[src/rtl/can_pkg.sv]
// Shared types and constants for the CAN CRC-15 frame checker.
package can_pkg;

   localparam int          CRC_W    = 15;
   localparam int          BYTE_W   = 8;
   localparam logic [14:0] CRC_INIT = 15'h0000;

   // Frame-receive phases: data payload, then two CRC bytes (high first), then verdict.
   typedef enum logic [2:0] {
      ST_IDLE   = 3'd0,
      ST_DATA   = 3'd1,
      ST_CRC_HI = 3'd2,
      ST_CRC_LO = 3'd3,
      ST_REPORT = 3'd4
   } state_e;

endpackage

[src/rtl/crc15_byte_update.sv]
// Byte-parallel CRC-15 update: folds one data byte into the running remainder.
module crc15_byte_update
   import can_pkg::*;
(
   input  logic [BYTE_W-1:0] d,
   input  logic [CRC_W-1:0]  c,
   output logic [CRC_W-1:0]  next
);

   // Fixed XOR network; c14 is the feedback bit into the polynomial taps.
   always_comb begin
      next[0]  = d[0] ^ c[14];
      next[1]  = d[1] ^ c[0];
      next[2]  = d[2] ^ c[1];
      next[3]  = d[3] ^ c[2] ^ c[14];
      next[4]  = d[4] ^ c[3] ^ c[13];
      next[5]  = d[5] ^ c[4] ^ c[12];
      next[6]  = d[6] ^ c[5];
      next[7]  = d[7] ^ c[6];
      next[8]  = c[7];
      next[9]  = c[8];
      next[10] = c[9]  ^ c[14];
      next[11] = c[10];
      next[12] = c[11] ^ c[14];
      next[13] = c[12] ^ c[14];
      next[14] = c[13] ^ c[14];
   end

endmodule

[config.mk]
export PLATFORM = sky130hd
export DESIGN_NAME = crc15_byte_update
export DESIGN_NICKNAME = d
export VERILOG_FILES = /design/src/rtl/can_pkg.sv /design/src/rtl/crc15_byte_update.sv
export SDC_FILE = /design/constraint.sdc
export NUM_CORES = 1
export LEC_CHECK = 0
export ABC_AREA = 1
export CORE_AREA = 2 2 39 41
export DETAILED_ROUTE_END_ITERATION = 8
export DIE_AREA = 0 0 41 43
export PLACE_DENSITY = 0.68
export SYNTH_ARGS = -nofsm -noshare
export SYNTH_HDL_FRONTEND = slang
export SYNTH_SLANG_ARGS = --single-unit
[constraint.sdc]
create_clock -name vclk -period 0.8
set_input_delay 0.2 -clock vclk [all_inputs]
set_output_delay 0.2 -clock vclk [all_outputs]
set_load 0.01 [all_outputs]
==> impl_summary.md <==
Outcome
The flow ran to the end, but the final reports show violations. The checks that failed: negative setup slack.

STA
Headroom to the max-slew limit came out at 91.73%. The pin slew with the least headroom to its limit is 0.1237 ns. Setup repair after global routing could not meet its margin everywhere. The count of pins over their slew limit came to 0. For the finished layout, the period the worst path requires is 0.8490 ns. The final hold violation count is 0.

Setup violations remaining at the end of the flow were counted as 4. In the final timing run, aggregate negative setup slack is -0.1387 ns. The share of the clock period used by the worst path after layout is 106.1%. Hold is met by 0.4000 ns. In the post-route analysis, the smallest setup slack over all paths is -0.04899 ns. The maximum clock frequency is 1178 MHz.

Logic synthesis
The sequential cell area fraction in the yosys report is 0%. The Yosys step of the flow raised 0 warnings. Yosys mapped the design onto 6 distinct sky130hd cell types. The cell area after synthesis is 217.7 um^2.

When the netlist entered floorplanning its net count stood at 63. Synthesis produced 40 cells. sky130_fd_sc_hd__xor2_1 takes more of the synthesized area than any other cell. After synthesis, the largest area contributor takes up 36.21% of total cell area. Averaged over all synthesized cells, the footprint is 5.443 um^2.

By area the synthesized netlist is led by sky130_fd_sc_hd__xor2_1, sky130_fd_sc_hd__nand2_1, sky130_fd_sc_hd__inv_1, sky130_fd_sc_hd__buf_4, sky130_fd_sc_hd__nand3_1.

Routing
In the routed layout, each cell is associated on average with a via count of 3.738. The count of unresolved DRC violations after routing is 0. The violation count after the first detailed-route iteration is 1. The first-pass detailed-route iteration total is 4.

In this run the remaining antenna-violating nets after routing total 0. The total number of vias is 314. The total detailed-routing wirelength is 684 um. The mean routed wirelength per cell is 8.143 um.

Layout
The final-layout fill cell count is 167. The footprint of the flip-flops and latches is 0 um^2. The sequential cell count is 0. The layout-stage area growth over the synthesis result is 135.6%. The net count reported at finish is 93. The number of cells in the finished layout apart from fillers is 84. The repair_antennas step left the layout with diodes totalling 0. The multi-input combinational cell area is 177.7 um^2.

The total non-filler cell area in the finished layout is 513.0 um^2. Of the cells placed in the final design, the portion with a size suffix greater than 1 is 66.18%. Cells fill 37.07% of the core in the end. In the finished layout, the clock tree contains a buffer count of 0.

Worst setup path
The startpoint type of the worst setup path is an input port. The cell with the largest stage delay on the worst path is sky130_fd_sc_hd__buf_2. In this design, the stage delay of the slowest critical-path cell is 0.13 ns. The data arrival time of the worst path is 0.65 ns. The type of the worst setup path is input port to output pin. The data required time of the critical path is 0.60 ns. The critical path goes through buf_8 -> clkinv_4 -> nand2_4 -> nand2_2 -> nand2_1 -> nand2_1 -> buf_2.

STA classifies the critical path endpoint as an output pin. Of all nets on the critical path, the largest fanout is 2. The most prevalent standard cell on the critical path is sky130_fd_sc_hd__nand2_1.

Min path
The worst hold path belongs to the class input port to output pin. The worst hold path was traced through 0 stages.

Power and ir drop
Power spread over the standard cell area amounts to 595.1 nW/um^2. The leakage power of the design is 0.3094 nW. Across the VDD grid, the largest voltage drop is 195.6 uV. The post-layout total power is 0.3053 mW.

Die
The height of the chip is 43 um. The die covers 1763 um^2. Row generation in the floorplan step produced 14 rows. In this run the horizontal extent of the chip is 41 um.

Once the floorplan was initialized, standard cells occupied 15.73% of the core. The core area is 1384 um^2. In this run the count of I/O pins placed on the die edge is 38.

Global routing
The via count of the first global-routing pass is 281. The overall routing resource usage is 8.092%. Entering global routing, the biggest net connects 8 pins. The total overflow reported by the global router is 0. The first global-routing pass estimated 1069 um of wire. The initial antenna violation count is 0.

Place
The routability-driven placement congestion ratio is 0.5753. The number of I/O port buffers is 32. The HPWL after detailed placement is 543.7 um.

OpenSTA, run right after detailed placement, puts the worst setup slack at -0.9325 ns. Summing all placed instances gives a cell area of 531.8 um^2. Once placement completed, the tool counted placed cells totaling 85.

Clocking
In this run, post-CTS hold repair placed 0 buffers. The number of setup buffers added after CTS is 0.

Run
The number of maximum-capacitance constraint violations is 0.
==> logic make-up after synthesis <==
family,synth area share [%]
and+or+nand+nor,32.75
buffers and inverters,31.03
xor gates and xnor gates,36.21
==> worst paths after layout <==
kind / start / endpoint / slack (ns)
setup / recovery: d[5] / next[5] / -0.05
hold / removal: c[8] / next[9] / 0.40
==> cells in the mapped netlist <==
cell type and instances:
sky130_fd_sc_hd__nand2_1 15, sky130_fd_sc_hd__xor2_1 9, sky130_fd_sc_hd__buf_6 1, sky130_fd_sc_hd__inv_1 9
sky130_fd_sc_hd__buf_4 3, sky130_fd_sc_hd__nand3_1 3
==> cell type report <==
type,count,share of cell area [%]
Inverter,9,8.049
Multi-Input combinational cell,27,34.63
Tap cell,16,3.902
Timing Repair Buffer,32,53.41
==> layer usage <==
| metal | global-route usage [%] | share of wire [%] |
|---|---|---|
| met3 | 1.571 | 19 |
| met5 | 0 | 0 |
| met4 | 0.6667 | 0 |
| met2 | 12.81 | 45 |
| met1 | 11.39 | 36 |
==> worst max-delay path: cells and delay by family <==
kind,cells,cell delay [ns]
and+or+nand+nor,4,0.18
buffers and inverters,3,0.26
==> what timing repair did <==
item                                    4_1_cts  5_1_grt
endpoints found under the setup margin       12       11
gates resized for setup                     129       29
pin swaps                                    19       19
==> where the power goes <==
group          internal, mW  leakage [nW]  switching (mW)
logic                 0.174         0.309           0.132
clock network             0             0               0
registers                 0             0               0
==> cells in the final DEF (no fill, tap or decap), drive strengths merged <==
| cell | count |
|---|---|
| buf | 31 |
| nand2 | 15 |
| xor2 | 9 |
| inv | 8 |
| nand3 | 3 |
| clkinv | 1 |
| clkbuf | 1 |
No activity file was read; power rests on OpenSTA's default activity.
